===== src/rtl/hs_rx_responder_if.sv =====
// Bundles the remote req/ack/data signals and the local valid/ready consumer side of hs_rx_responder.
// HS_RX_PARITY_EN adds par_async/par_err to both modports.
interface hs_rx_responder_if #(
    parameter int WIDTH = 8
);
    logic             req_async;
    logic [WIDTH-1:0] data_async;
    logic             ack;
    logic             out_valid;
    logic [WIDTH-1:0] out_data;
    logic             out_ready;
    logic             rx_idle;
`ifdef HS_RX_PARITY_EN
    logic             par_async;
    logic             par_err;

    modport slave (
        input  req_async, data_async, par_async, out_ready,
        output ack, out_valid, out_data, rx_idle, par_err
    );
    modport master (
        output req_async, data_async, par_async, out_ready,
        input  ack, out_valid, out_data, rx_idle, par_err
    );
`else
    modport slave (
        input  req_async, data_async, out_ready,
        output ack, out_valid, out_data, rx_idle
    );
    modport master (
        output req_async, data_async, out_ready,
        input  ack, out_valid, out_data, rx_idle
    );
`endif
endinterface


===== src/rtl/hs_rx_responder.sv =====
// Receive side of a 4-phase req/ack clock-domain crossing: synchronizes req, captures data, buffers in a FIFO.
// Optional even-parity checking of the captured word is enabled by defining HS_RX_PARITY_EN.
module hs_rx_responder #(
    parameter int WIDTH       = 8,
    parameter int DEPTH       = 4,
    parameter int SYNC_STAGES = 2
) (
    input  logic                sclk,
    input  logic                rst_n,
    hs_rx_responder_if.slave    rx
);
    localparam int AW = $clog2(DEPTH);
    localparam int CW = AW + 1;
    localparam logic [CW-1:0] FULL_CNT = CW'(DEPTH);

    typedef enum logic [1:0] {
        ST_IDLE,
        ST_CAPTURE,
        ST_WAIT_REQ_LOW
    } state_t;

    state_t             r_state;
    state_t             w_state_next;
    logic [SYNC_STAGES-1:0] r_sync;
    logic               w_req_s;
    logic               r_ack;
    logic               w_push;
    logic               w_pop;
    logic               w_full;
    logic [WIDTH-1:0]   r_mem [DEPTH];
    logic [AW-1:0]      r_wptr;
    logic [AW-1:0]      r_rptr;
    logic [AW-1:0]      w_rptr_next;
    logic [CW-1:0]      r_count;
    logic [CW-1:0]      w_count_next;
    logic [CW-1:0]      w_head_count;
    logic               r_out_valid;
    logic [WIDTH-1:0]   r_out_data;
    logic               r_rx_idle;

    // Only the first stage ever sees req_async.
    always_ff @(posedge sclk or negedge rst_n) begin
        if (!rst_n) begin
            r_sync <= '0;
        end else begin
            r_sync <= {r_sync[SYNC_STAGES-2:0], rx.req_async};
        end
    end

    assign w_req_s = r_sync[SYNC_STAGES-1];
    assign w_full  = (r_count == FULL_CNT);
    assign w_pop   = r_out_valid && rx.out_ready;

    always_comb begin
        w_state_next = r_state;
        w_push       = 1'b0;
        case (r_state)
            ST_IDLE: begin
                if (w_req_s && !w_full) begin
                    w_state_next = ST_CAPTURE;
                end
            end
            ST_CAPTURE: begin
                w_push       = 1'b1;
                w_state_next = ST_WAIT_REQ_LOW;
            end
            ST_WAIT_REQ_LOW: begin
                if (!w_req_s) begin
                    w_state_next = ST_IDLE;
                end
            end
            default: begin
                w_state_next = ST_IDLE;
            end
        endcase
    end

    assign w_count_next = r_count + CW'(w_push) - CW'(w_pop);
    assign w_rptr_next  = w_pop ? r_rptr + AW'(1) : r_rptr;
    // Words pushed this cycle are excluded so out_valid trails the write by one cycle.
    assign w_head_count = r_count - CW'(w_pop);

    always_ff @(posedge sclk) begin
        if (w_push) begin
            r_mem[r_wptr] <= rx.data_async;
        end
    end

    always_ff @(posedge sclk or negedge rst_n) begin
        if (!rst_n) begin
            r_state     <= ST_IDLE;
            r_ack       <= 1'b0;
            r_wptr      <= '0;
            r_rptr      <= '0;
            r_count     <= '0;
            r_out_valid <= 1'b0;
            r_out_data  <= '0;
            r_rx_idle   <= 1'b1;
        end else begin
            r_state     <= w_state_next;
            r_ack       <= (w_state_next == ST_WAIT_REQ_LOW);
            r_wptr      <= w_push ? r_wptr + AW'(1) : r_wptr;
            r_rptr      <= w_rptr_next;
            r_count     <= w_count_next;
            r_out_valid <= (w_head_count != '0);
            r_out_data  <= (w_head_count != '0) ? r_mem[w_rptr_next] : '0;
            r_rx_idle   <= (w_state_next == ST_IDLE) && (w_count_next == '0);
        end
    end

    assign rx.ack       = r_ack;
    assign rx.out_valid = r_out_valid;
    assign rx.out_data  = r_out_data;
    assign rx.rx_idle   = r_rx_idle;

`ifdef HS_RX_PARITY_EN
    logic r_par_err;

    // Sticky: a bad word is still stored and acknowledged, only reset clears the flag.
    always_ff @(posedge sclk or negedge rst_n) begin
        if (!rst_n) begin
            r_par_err <= 1'b0;
        end else if (w_push && ((^rx.data_async) != rx.par_async)) begin
            r_par_err <= 1'b1;
        end
    end

    assign rx.par_err = r_par_err;
`endif

endmodule


===== src/flat_wrapper.sv =====
// flat-port wrapper written by rule: the top's interface ports become plain ports
module hs_rx_responder_flat 
#(
    parameter int WIDTH       = 8,
    parameter int DEPTH       = 4,
    parameter int SYNC_STAGES = 2
)
  (sclk, rst_n, rx_req_async, rx_data_async, rx_out_ready, rx_ack, rx_out_valid, rx_out_data, rx_rx_idle);
  hs_rx_responder_if #(.WIDTH(WIDTH)) rx_i ();
  input  logic sclk;
  input  logic rst_n;
  input wire logic [$bits(rx_i.req_async)-1:0] rx_req_async;
  input wire logic [$bits(rx_i.data_async)-1:0] rx_data_async;
  input wire logic [$bits(rx_i.out_ready)-1:0] rx_out_ready;
  output wire logic [$bits(rx_i.ack)-1:0] rx_ack;
  output wire logic [$bits(rx_i.out_valid)-1:0] rx_out_valid;
  output wire logic [$bits(rx_i.out_data)-1:0] rx_out_data;
  output wire logic [$bits(rx_i.rx_idle)-1:0] rx_rx_idle;
  assign rx_i.req_async = rx_req_async;
  assign rx_i.data_async = rx_data_async;
  assign rx_i.out_ready = rx_out_ready;
  assign rx_ack = rx_i.ack;
  assign rx_out_valid = rx_i.out_valid;
  assign rx_out_data = rx_i.out_data;
  assign rx_rx_idle = rx_i.rx_idle;
  hs_rx_responder #(.WIDTH(WIDTH), .DEPTH(DEPTH), .SYNC_STAGES(SYNC_STAGES)) u_core (.sclk(sclk), .rst_n(rst_n), .rx(rx_i));
endmodule

===== config.mk =====
export PLATFORM = sky130hd
export DESIGN_NAME = hs_rx_responder_flat
export DESIGN_NICKNAME = d
export VERILOG_FILES = /design/src/rtl/hs_rx_responder_if.sv /design/src/rtl/hs_rx_responder.sv /design/src/flat_wrapper.sv
export SDC_FILE = /design/constraint.sdc
export NUM_CORES = 1
export LEC_CHECK = 0
export ABC_CLOCK_PERIOD_IN_PS = 3950
export BUFFER_PORTS_ARGS = -buffer_cell sky130_fd_sc_hd__buf_2
export CORE_MARGIN = 5
export CORE_UTILIZATION = 35
export DETAILED_ROUTE_END_ITERATION = 10
export HOLD_SLACK_MARGIN = 0.12
export SETUP_SLACK_MARGIN = 0.1
export SLEW_MARGIN = 0
export SYNTH_ARGS = -nofsm -noshare
export SYNTH_HDL_FRONTEND = slang
export SYNTH_SLANG_ARGS = --single-unit
export TNS_END_PERCENT = 1

===== constraint.sdc =====
create_clock -name sclk -period 3.95 [get_ports sclk]
set_input_delay 0.395 -clock sclk [delete_from_list [all_inputs] [get_ports sclk]]
set_output_delay 0.395 -clock sclk [all_outputs]
set_load 0.02 [all_outputs]

==> results.md, run 1 <==
Outcome:
- The flow ran to the end, and the final reports show no timing, DRC or antenna violations.

Layout:
- The antenna diode instance count is 0.
- The share of the core filled with cells is 0.407.
- The area of all placed cells without fillers is 2380 um^2.
- The fraction of final layout cells with drive strength greater than 1 is 0.246.
- The net count of the finished layout is 155.
- Compared with the post-synthesis result, the final layout area differs by 14.2%.

Pwr:
- The share of total power dissipated in combinational logic is 0.366.
- The internal power is 1.19 mW.
- Across the VDD grid, the largest voltage drop is 0.230 mV.
- The proportion of power drawn by the clock network is 0.166.
- The share of total power dissipated in sequential elements is 0.468.
- The analysis attributes to cell leakage a power of 0.931 nW.
- The overall power is 1.76 mW.
- Of the total power, the share spent switching nets is 0.326.
- The analysis attributes to net switching a power of 0.575 mW.
- Power spread over the standard cell area amounts to 740 nW/um^2.

Die:
- The die covers 7600 um^2.
- The core area is 5850 um^2.
- The height of the chip is 87.2 um.
- The floorplan die width is 87.2 um.
- In this run the count of I/O pins placed on the die edge is 23.
- The floorplan has 28 rows.
- The starting density of the core is 0.357.

Logic synthesis:
- The net count of the mapped netlist is 127.
- In the post-synthesis netlist, the cell with the most instances is edfxtp_1.
- Averaged over all synthesized cells, the footprint is 19.1 um^2.
- The share of synthesized area occupied by flip-flops and latches is 0.725.
- The largest area contributor in the synthesized netlist is edfxtp_1.
- The combinational family with the most area after synthesis is multiplexers.
- The proportion of synthesized area in mux cells is 0.0990.
- The count of flip-flops with a built-in enable after synthesis is 32.
- The area fraction in compound gates after synthesis is 0.00660.
- By area the synthesized netlist is led by edfxtp_1, dfrtp_1, mux4_1, and2_1, ha_1.
- The cell area after synthesis is 2090 um^2.
- The area share of xor/xnor cells in the synthesized design is 0.0474.
- Counting every instance in the synthesized netlist gives 109.
- Among all flip-flop cells after synthesis, the most frequent one is edfxtp_1.
- The distinct cell type count after synthesis is 24.
- Of the total synthesized cell area, the portion taken by AND, OR, NAND and NOR gates is 0.0678.
- The adder and majority cell fraction of the synthesized area is 0.0396.
- Counting instances in the post-synthesis netlist gives the leading cell types as edfxtp_1, dfrtp_1, and2_1.
- The yosys synthesis warning count is 0.
- The proportion of netlist area held by the largest area contributor is 0.461.
- The post-synthesis async set-or-reset flop share is 0.407.
- The number of storage elements in the synthesis netlist is 54.

Drt:
- The routed design has 3.18 mm of wire.
- Dividing the detail-routed wire length by the instance count gives 14.9 um.
- For this block, the via count after detailed routing is 952.
- The number of design rule violations left after detail routing is 0.
- Once detail routing completed, the nets flagged for antenna violations numbered 0.
- Dividing the detail-routed via count by the number of cells gives 4.47.
- For this run, the detailed router's first-pass iteration total came to 4.
- For this block, the initial DRC count from the detailed router was 56.

Timing:
- Setup violations remaining at the end of the flow were counted as 0.
- The final critical path time including I/O delays and setup is 2.53 ns.
- Setup repair after global routing left no endpoint under its margin.
- The slew at the pin with the worst max-slew slack is 0.614 ns.
- The peak clock frequency supported by timing is 396 MHz.
- The post-route clock period utilization is 0.640.
- Headroom to the max-slew limit came out at 0.590.
- In the final timing run, aggregate negative setup slack is 0 ns.
- The count of pins over their slew limit is 0.
- The final count of hold timing violations is 0.
- The final worst clock skew is 0.00682 ns.
- The final setup slack of the worst path is 1.42 ns.

Setup path:
- The setup path with the least slack is of type flip-flop to flip-flop.
- The worst setup path is captured at a flip-flop.
- The arrival time at the worst endpoint is 2.74 ns.
- The critical path launch point type is a flip-flop.
- The biggest fanout along the worst timing path is 11.
- The number of cells traversed by the worst register-to-register path is 9.
- The worst reg2reg path startpoint is u_core.r_state[1].
- In this run the worst setup path begins at u_core.r_state[1].
- The data required time at the worst endpoint is 4.16 ns.

Placed design:
- The HPWL after detailed placement is 2.19 mm.
- Buffers placed on the I/O ports in this run total 22.
- Before CTS, the worst setup slack after placement is 1.45 ns.
- The placer's final routability congestion estimate is 0.704.
- Summing all placed instances gives a cell area of 2280 um^2.

Clock network:
- At the later pin of the worst-skew pair, clock insertion delay measures 0.30 ns.
- In this run the number of H-tree levels came out at 2.
- The buffer depth of the longest clock path is 2.
- The clock-pin slew of the registers on the worst-case setup and hold paths is 0.09 ns.
- Buffers inserted during clock tree synthesis total 5.
- The cell sitting at the root of the clock tree is a clkbuf_8.
- Counting every sink on the clock net gives 54.
- TritonCTS built the clock tree.

Global route:
- Entering global routing, the biggest net connects 23 pins.
- Summed over all layers, the global routing overflow is 0.
- Across every metal layer, demand over resource in global routing totals 0.0965.
- The initial antenna violation count was 0.
- The via count of the first global-routing pass is 1051.
- The first global-routing pass estimated 5.25 mm of wire.

Worst hold path:
- The start point of the worst min-delay path is rx_req_async.
- Counting instances, the worst hold path has a depth of 1.
- The class of the tightest hold or removal check is input pin to flip-flop.

Flow run:
- Max-cap violations in this run came to 0.
==> per-stage QoR <==
step	instances	hold WS, ns
5_1_grt	213	0.192
2_1_floorplan	109	0.0994
6_report	213	0.206
4_1_cts	213	0.198
3_3_place_gp	204	0.334
3_5_place_dp	204	0.359
==> power groups by stage <==
| stage | Sequential, mW | Clock (mW) | Combinational (mW) |
|---|---|---|---|
| global placement | 0.829 | 0 | 0.632 |
| global route | 0.841 | 0.332 | 0.722 |
| detailed placement | 0.839 | 0 | 0.663 |
| finish | 0.824 | 0.292 | 0.646 |
| floorplan | 0.894 | 0 | 0.428 |
| CTS | 0.827 | 0.303 | 0.666 |
==> critical path, stage by stage, from the launching register on <==
cell and delay (ns):
dfrtp_1 0.41, nor2b_1 0.50, xnor2_1 0.20, ha_1 0.17, inv_1 0.05, fa_1 0.37, xnor2_1 0.15, xnor2_1 0.14
or3_1 0.30, nor3_1 0.17
==> kinds of logic (layout without fill, tap and decap cells) <==
group	after synthesis	count (layout)
flops	54	54
simple gates	24	24
mux	8	8
buf+inv	8	37
xor+xnor	7	7
fa+ha+maj	6	6
compound gates	2	2
==> state kept, by name, indices dropped and copies added, names as in the netlist, 2 cells and up <==
signal and flops:
u_core.rx.out_data 8, u_core.r_sync 2, u_core.r_state 2, u_core.r_rptr 2, u_core.r_wptr 2, u_core.r_count 3, u_core.r_mem 32
==> final cells by class <==
class | instances | area, um^2
Fill cell | 519 | 3470
Sequential cell | 54 | 1510
Multi-Input combinational cell | 47 | 543
Timing Repair Buffer | 23 | 120
Tap cell | 75 | 93.8
Clock buffer | 5 | 68.8
Inverter | 6 | 22.5
Clock inverter | 3 | 21.3
==> path summary, 6_finish.rpt <==
kind / slack [ns] / to
setup / recovery: 1.42 / u_core.rx.rx_idle
max in group asynchronous: 3.01 / u_core.rx.rx_idle
hold reg to reg: 0.38 / u_core.r_sync[1]
hold / removal: 0.21 / u_core.r_sync[0]
setup reg to reg: 1.42 / u_core.rx.rx_idle
min in group asynchronous: 0.59 / u_core.rx.out_data[1]
==> repair_timing <==
item,CTS,global route
resized for setup,0,0
buffers inserted,0,0
hold buffers,1,0
endpoints found under the hold margin,21,0
==> layer usage <==
metal	up-vias	wire length, um	global-route usage	part of all wire
met5	-	0	0	0
li1	450	-	-	-
met1	481	1190	0.103	0.38
met4	0	67	0.0502	0.021
met2	17	1800	0.175	0.57
met3	4	118	0.0246	0.037
==> layout by cell type (no fill, tap or decap), drive strengths merged, types with 2 or more instances in the layout <==
master	n
clkinv	3
nand2b	2
xnor2	6
nor2	2
nand2	2
buf	22
inv	6
dfrtp	21
edfxtp	32
mux4	8
and2	12
or3	2
ha	5
clkbuf	5
No activity file was read; power rests on OpenSTA's default activity.
==> run 2: changes to the inputs <==
Settings changed: ABC_AREA from default to 1, ABC_CLOCK_PERIOD_IN_PS 3950 to 2300.
Clock period 3.95 ns to 2.3 ns, I/O delays scaled along.
==> run 2 against run 1 <==
Against the previous run:
- worst setup slack worse by 1.2 ns
- synthesized cell count up 78%
- non-clock buffer count up 7
- largest power group unchanged
- cell count up 44%
- first-iteration DRC count up 32%
- via count up 46%
- final area up 9.1%
- register-to-register slack worse by 1.2 ns
- flip-flop and latch count unchanged
- largest cell class unchanged
==> results.md, run 2 <==
Placed design:
- The placer's final routability congestion estimate is 0.715 (+1.5%).
- The post-placement cell area is 2460 um^2 (+7.7%).
- The worst setup slack before clock tree synthesis is 0.222 ns (-1.23 ns).
- The HPWL after detailed placement came to 2.58 mm (+18%).
- The total of buffers placed on input and output ports is 22 (unchanged).
- The number of placed instances with taps included is 294 (+44%).

Logic synthesis:
- Sorting the synthesized cells by area gives the leading types as edfxtp_1, dfrtp_1, inv_1, nand3_1, nand2_1.
- Sorting the synthesized cells by how often they occur yields inv_1, edfxtp_1, nand2_1.
- The share of synthesized area occupied by flip-flops and latches was 0.668 (-0.0577).
- The post-synthesis async set-or-reset flop share was 0.407 (unchanged).
- The yosys synthesis warning count is 0 (unchanged).
- The most used flip-flop cell after synthesis is edfxtp_1.
- The count of flip-flops with a built-in enable after synthesis is 32 (unchanged).
- The net count of the mapped netlist is 212 (+67%).
- The proportion of netlist area held by the largest area contributor came to 0.424 (-0.0366).
- The biggest area contributor in the post-synthesis netlist is edfxtp_1.
- The number of storage elements in the synthesis netlist came to 54 (unchanged).
- The mean post-synth cell area is 11.7 um^2 (-39%).
- The instance count of the mapped netlist is 194 (+78%).
- Among all cell types in the netlist, the one instantiated most often is inv_1.
- The cell area after synthesis is 2270 um^2 (+8.6%).
- The distinct cell type count after synthesis is 23 (-4.2%).

Setup path:
- The biggest fanout along the worst timing path was 10 (-1).
- The worst reg2reg path startpoint is u_core.r_state[1].
- The worst setup path is of the flip-flop to flip-flop kind.
- The launching element of the worst setup path is u_core.r_state[1].
- The end point of the critical path is u_core.rx.rx_idle.
- The arrival time at the worst endpoint is 2.30 ns (-0.44 ns).
- The data required time at the worst endpoint is 2.53 ns (-1.63 ns).
- STA classifies the critical path startpoint as a flip-flop.
- The number of cells traversed by the worst register-to-register path was 9 (unchanged).
- The type of element capturing the critical path is a flip-flop.
- The worst setup slack for register-to-register paths is 0.23 ns (-1.19 ns).
- The end of the worst register-to-register path is u_core.rx.rx_idle.

Clock network:
- The number of buffers inserted by post-CTS setup repair was 0 (unchanged).
- The CTS root buffer is clkbuf_8.
- The clock latency on the worst-skew pair is 0.31 ns (about the same).
- The number of sinks handled by clock tree synthesis is 54 (unchanged).
- The clock-pin slew of the registers on the worst-case setup and hold paths came to 0.11 ns (+0.02 ns).
- The TritonCTS buffer count is 5 (unchanged).
- The deepest level of the CTS H-tree is 2 (unchanged).
- TritonCTS built the clock tree.
- The buffer depth of the longest clock path is 2 (unchanged).

Die:
- The floorplan die width came to 90.5 um (+3.7%).
- The total die area is 8180 um^2 (+7.6%).
- The height of the chip was 90.5 um (+3.7%).
- The number of placement rows is 29 (+3.6%).
- The core area is 6310 um^2 (+7.9%).
- The starting density of the core is 0.359 (+0.00240).
- The number of primary I/O pins came to 23 (unchanged).

Pwr:
- The overall power came to 3.20 mW (+81%).
- The leakage dissipation is 1.18 nW (+27%).
- The maximum ir drop on the vdd rail is 0.576 mV (+150%).
- The power density normalized to cell area is 1230 nW/um^2 (+66%).

Drt:
- The post-detailed-route count of antenna-violating nets is 0 (unchanged).
- The number of design rule violations left after detail routing was 0 (unchanged).
- The wire length per cell is 13.1 um (-12%).
- The routed wire length came to 4.01 mm (+26%).
- The via density per instance is 4.53 (+1.4%).
- The length of the first detailed-routing pass in iterations is 4 (unchanged).
- The number of DRC violations after detailed-routing iteration 0 was 74 (+32%).
- The vias after detailed routing is 1387 (+46%).

Layout:
- The area of all placed cells without fillers is 2600 um^2 (+9.1%).
- Leaving out fill and tap cells, the most frequent cell in the layout is inv_1.
- The fraction of final layout cells with drive strength greater than 1 is 0.236 (-0.0106).
- The final cell count without fillers is 306 (+44%).
- The number of flip-flops in the largest register was 32 (unchanged).
- Compared with the post-synthesis result, the final layout area differs by 14.7%.
- The antenna diode instance count is 0 (unchanged).
- In the layout the commonest cells are inv_1, edfxtp_1, nand2_1.
- The register bank with the most flops is u_core.r_mem.
- The share of the core filled with cells came to 0.412 (+0.00462).
- The net count of the finished layout is 246 (+59%).

Global route:
- The final global-route overflow total is 0 (unchanged).
- The first-pass GRT wire length is 6.92 mm (+32%).
- The via count of the first global-routing pass is 1468 (+40%).
- The largest net degree at the start of global routing is 23 (unchanged).
- The total global routing track utilization came to 0.106 (+0.00925).
- The initial antenna violation count is 0 (unchanged).

Timing:
- Setup repair after global routing left no endpoint under its margin.
- The number of setup violations in the final report is 0 (unchanged).
- The final worst clock skew is 0.0135 ns (+0.00670 ns).
- The final critical path time including I/O delays and setup is 2.07 ns (-0.460 ns).
- The final setup slack of the worst path is 0.232 ns (-1.19 ns).
- The post-route clock period utilization is 0.899 (+0.259).
- The headroom to the max-slew limit came to 0.632 (+0.0415).
- The setup TNS is 0 ns (unchanged).
- The slew at the pin with the worst max-slew slack came to 0.553 ns (-0.0610 ns).
- The peak clock frequency supported by timing is 484 MHz (+22%).
- The final count of hold timing violations is 0 (unchanged).
- The post-route worst hold slack is 0.130 ns (-0.0759 ns).
- The count of pins over their slew limit came to 0 (unchanged).

Outcome:
- The run finished with clean final reports.

Flow run:
- The max-capacitance violation count is 0 (unchanged).

Worst hold path:
- The number of cells on the worst hold path is 1 (unchanged).
- The class of the tightest hold or removal check is input pin to flip-flop.
## run 2: what timing repair did
item | CTS | global route
resized for setup | 0 | 1
hold endpoints to repair | 22 | 8
hold buffers | 2 | 2
setup endpoints to repair | 0 | 1
## run 2: layer usage
layer  track usage  share of wire  wire length (um)  vias up
met5             0              0                 0        -
met4        0.0422         0.0067                27        0
met3        0.0292          0.039               157        2
met2         0.179           0.52              2080       25
met1         0.126           0.43              1740      666
li1              -              -                 -      694
## run 2: critical path: stages, from the launching register on
cell	delay (ns)
dfrtp_1	0.39
inv_1	0.14
nand2_4	0.11
xor2_1	0.15
ha_1	0.16
inv_1	0.05
fa_1	0.48
inv_1	0.05
or2_2	0.26
nor3_1	0.20
## run 2: how the worst min path moves through the flow
stage | start | to | slack, ns
after floorplan | rst_n | u_core.r_count[0] | -0.07
after global placement | rst_n | u_core.r_wptr[1] | 0.24
after detailed placement | rst_n | u_core.r_wptr[1] | 0.24
after CTS | rx_data_async[4] | u_core.r_mem[2][4] | 0.12
after global routing | rx_data_async[3] | u_core.r_mem[3][3] | 0.12
final | rx_data_async[5] | u_core.r_mem[3][5] | 0.13
## run 2: logic make-up after synthesis
| group | share of synthesized area |
|---|---|
| AO/OA/AOI/OAI | 0.0364 |
| AND/OR/NAND/NOR | 0.170 |
| adder cells (fa/ha/maj) | 0.0364 |
| flip-flops | 0.668 |
| XOR/XNOR | 0.0116 |
| buffers and inverters | 0.0779 |
## run 2: power by group
group,total [mW],internal (mW),switching (mW)
Clock,0.555,0.226,0.329
Sequential,1.39,1.28,0.107
Combinational,1.25,0.414,0.836
Total,3.20,1.93,1.27
## run 2: cell type report
class	count	area [um^2]
clock buffer	5	68.8
clock inverter	3	28.8
fill	619	3710
inverter	35	131
multi-input combinational	102	582
sequential	54	1510
tap	77	96.3
timing repair buffer	30	180
==> run 3: changes to the inputs <==
Settings changed: BUFFER_PORTS_ARGS -buffer_cell sky130_fd_sc_hd__buf_2 to -buffer_cell sky130_fd_sc_hd__buf_4.
==> run 3 against run 2 <==
Against the previous run:
- final area increased by 3.8%
- clock skew decreased by 0.0062 ns
- worst setup slack improved by 0.027 ns
- via count increased by 3.0%
- register-to-register slack improved by 0.03 ns
- non-clock buffer count increased by 6
- cell count increased by 2.0%
- first-iteration DRC count increased by 57%
- largest power group unchanged
- die area unchanged
- highest routed layer unchanged
- maximum frequency increased by 1.3%
- sequential power about the same
==> results.md, run 3 (same netlist as run 2, synthesis figures left out) <==
Die:
- The starting density of the core came to 0.359 (unchanged).
- The height of the chip is 90.5 um (unchanged).
- The core area was 6310 um^2 (unchanged).
- The number of primary I/O pins is 23 (unchanged).
- The number of placement rows came to 29 (unchanged).
- The total die area was 8180 um^2 (unchanged).
- The floorplan die width is 90.5 um (unchanged).

Timing:
- The post-route worst hold slack is 0.352 ns (+0.221 ns).
- The post-route clock period utilization is 0.888 (-0.0116).
- The final count of hold timing violations is 0 (unchanged).
- The peak clock frequency supported by timing is 490 MHz (+1.3%).
- Setup repair after global routing left no endpoint under its margin.
- The count of pins over their slew limit is 0 (unchanged).
- The final worst clock skew is 0.00728 ns (-0.00624 ns).
- The final critical path time including I/O delays and setup is 2.04 ns (-0.0267 ns).
- The headroom to the max-slew limit is 0.643 (+0.0117).
- The final setup slack of the worst path is 0.259 ns (+0.0267 ns).
- The slew at the pin with the worst max-slew slack is 0.535 ns (-0.0175 ns).
- The setup TNS is 0 ns (unchanged).
- The number of setup violations in the final report is 0 (unchanged).

Pwr:
- The overall power is 3.20 mW (+0.13%).
- The maximum ir drop on the vdd rail is 0.554 mV (-3.8%).
- The power density normalized to cell area is 1190 nW/um^2 (-3.5%).
- The leakage dissipation is 1.21 nW (+2.5%).

Placed design:
- The HPWL after detailed placement is 2.60 mm (+0.77%).
- The post-placement cell area was 2510 um^2 (+2.2%).
- The placer's final routability congestion estimate was 0.701 (-2.0%).
- The total of buffers placed on input and output ports came to 22 (unchanged).
- The number of placed instances with taps included was 294 (unchanged).
- The worst setup slack before clock tree synthesis is 0.264 ns (+0.0418 ns).

Layout:
- The register bank with the most flops is u_core.r_mem.
- The net count of the finished layout is 252 (+2.4%).
- The antenna diode instance count is 0 (unchanged).
- The top cell types in the final layout, fill and taps aside, are inv_1, edfxtp_1, nand2_1.
- The final cell count without fillers is 312 (+2.0%).
- The share of the core filled with cells came to 0.427 (+0.0155).
- The most common library cell in the layout ignoring fill and taps is inv_1.
- The area growth from synthesis to layout is 19.1%.
- The fraction of final layout cells with drive strength greater than 1 is 0.226 (-0.0103).
- The count of filler cells inserted in the layout is 610 (-1.5%).
- The area of all placed cells without fillers came to 2700 um^2 (+3.8%).
- The number of flip-flops in the largest register is 32 (unchanged).

Setup path:
- STA classifies the critical path startpoint as a flip-flop.
- The worst setup slack for register-to-register paths is 0.26 ns (+0.03 ns).
- The biggest fanout along the worst timing path was 10 (unchanged).
- The type of element capturing the critical path is a flip-flop.
- The arrival time at the worst endpoint is 2.27 ns (-0.03 ns).
- The category of the most critical setup path is flip-flop to flip-flop.
- The data required time at the worst endpoint was 2.53 ns (about the same).

Global route:
- The largest net degree at the start of global routing was 23 (unchanged).
- The first-pass GRT wire length is 6.80 mm (-1.8%).
- The initial antenna violation count came to 0 (unchanged).
- The via count of the first global-routing pass is 1420 (-3.3%).
- The total global routing track utilization is 0.106 (+0.000112).
- The final global-route overflow total came to 0 (unchanged).

Drt:
- The via density per instance is 4.58 (+0.98%).
- The number of DRC violations after detailed-routing iteration 0 came to 116 (+57%).
- The post-detailed-route count of antenna-violating nets is 0 (unchanged).
- The routed wire length is 4.05 mm (+1.1%).
- The length of the first detailed-routing pass in iterations is 4 (unchanged).
- The number of design rule violations left after detail routing was 0 (unchanged).
- The wire length per cell came to 13.0 um (-0.80%).
- The vias after detailed routing is 1428 (+3.0%).

Clock network:
- The clock-pin slew of the registers on the worst-case setup and hold paths is 0.09 ns (-0.02 ns).
- The number of sinks handled by clock tree synthesis was 54 (unchanged).
- Clock tree synthesis selected as its root buffer the cell clkbuf_8.
- The deepest level of the CTS H-tree is 2 (unchanged).
- The clock latency on the worst-skew pair is 0.30 ns (about the same).
- The post-cts sizing count is 0 (unchanged).
- The clock tree from TritonCTS is built.
- The buffer depth of the longest clock path was 2 (unchanged).
- The TritonCTS buffer count is 5 (unchanged).

Flow run:
- The max-capacitance violation count is 0 (unchanged).

Worst hold path:
- The class of the tightest hold or removal check is flip-flop to flip-flop.

Outcome:
- The flow ran to the end, and the final reports show no timing, DRC or antenna violations.
-- run 3: cell count changes in the layout (fill, tap and decap cells not counted) --
| cell | previous run | this run |
|---|---|---|
| clkinv_2 | 0 | 1 |
| buf_4 | 4 | 26 |
| nand2_2 | 10 | 11 |
| buf_2 | 22 | 0 |
| dlygate4sd3_1 | 4 | 10 |
| clkinv_1 | 0 | 1 |
| inv_8 | 1 | 0 |
| clkinvlp_4 | 0 | 1 |
| clkinv_4 | 2 | 0 |
| nand2_4 | 4 | 3 |
-- run 3: worst paths after layout --
check	start	end	cells after the start
setup reg to reg	u_core.r_state[1]	u_core.rx.rx_idle	9
hold / removal	u_core.r_sync[0]	u_core.r_sync[1]	0
min in group asynchronous	rst_n	u_core.rx.out_data[1]	2
hold reg to reg	u_core.r_sync[0]	u_core.r_sync[1]	0
setup / recovery	u_core.r_state[1]	u_core.rx.rx_idle	9
max in group asynchronous	rst_n	u_core.rx.rx_idle	2
-- run 3: layer usage --
layer / track usage / vias up / part of all wire
li1: - / 705 / -
met1: 0.123 / 691 / 0.42
met2: 0.179 / 26 / 0.52
met3: 0.0267 / 6 / 0.037
met4: 0.0546 / 0 / 0.020
met5: 0 / - / 0
-- run 3: area by class of cell --
| cell class | instances | area (um^2) | share of cell area |
|---|---|---|---|
| clock buffers | 5 | 68.8 | 0.0255 |
| clock inverters | 3 | 16.3 | 0.00603 |
| inverters | 35 | 131 | 0.0487 |
| multi-input cells | 102 | 577 | 0.214 |
| flip-flops and latches | 54 | 1510 | 0.561 |
| well taps | 77 | 96.3 | 0.0357 |
| repair buffers | 36 | 295 | 0.109 |
-- run 3: timing repair --
item                                   in CTS  in global routing
setup buffers                               0                  0
hold buffers                                9                  1
endpoints found under the hold margin      51                  1
-- run 3: where the power goes --
group / internal [mW] / switching (mW) / leakage, nW
Sequential: 1.29 / 0.112 / 0.551
Clock: 0.209 / 0.299 / 0.0416
Combinational: 0.466 / 0.830 / 0.616
-- run 3: critical path: stages, from the launching register on --
cell and delay, ns:
dfrtp_1 0.38, inv_1 0.11, nand2_2 0.14, xor2_1 0.17, ha_1 0.16, inv_1 0.04, fa_1 0.47, inv_1 0.05
or2_2 0.26, nor3_1 0.19
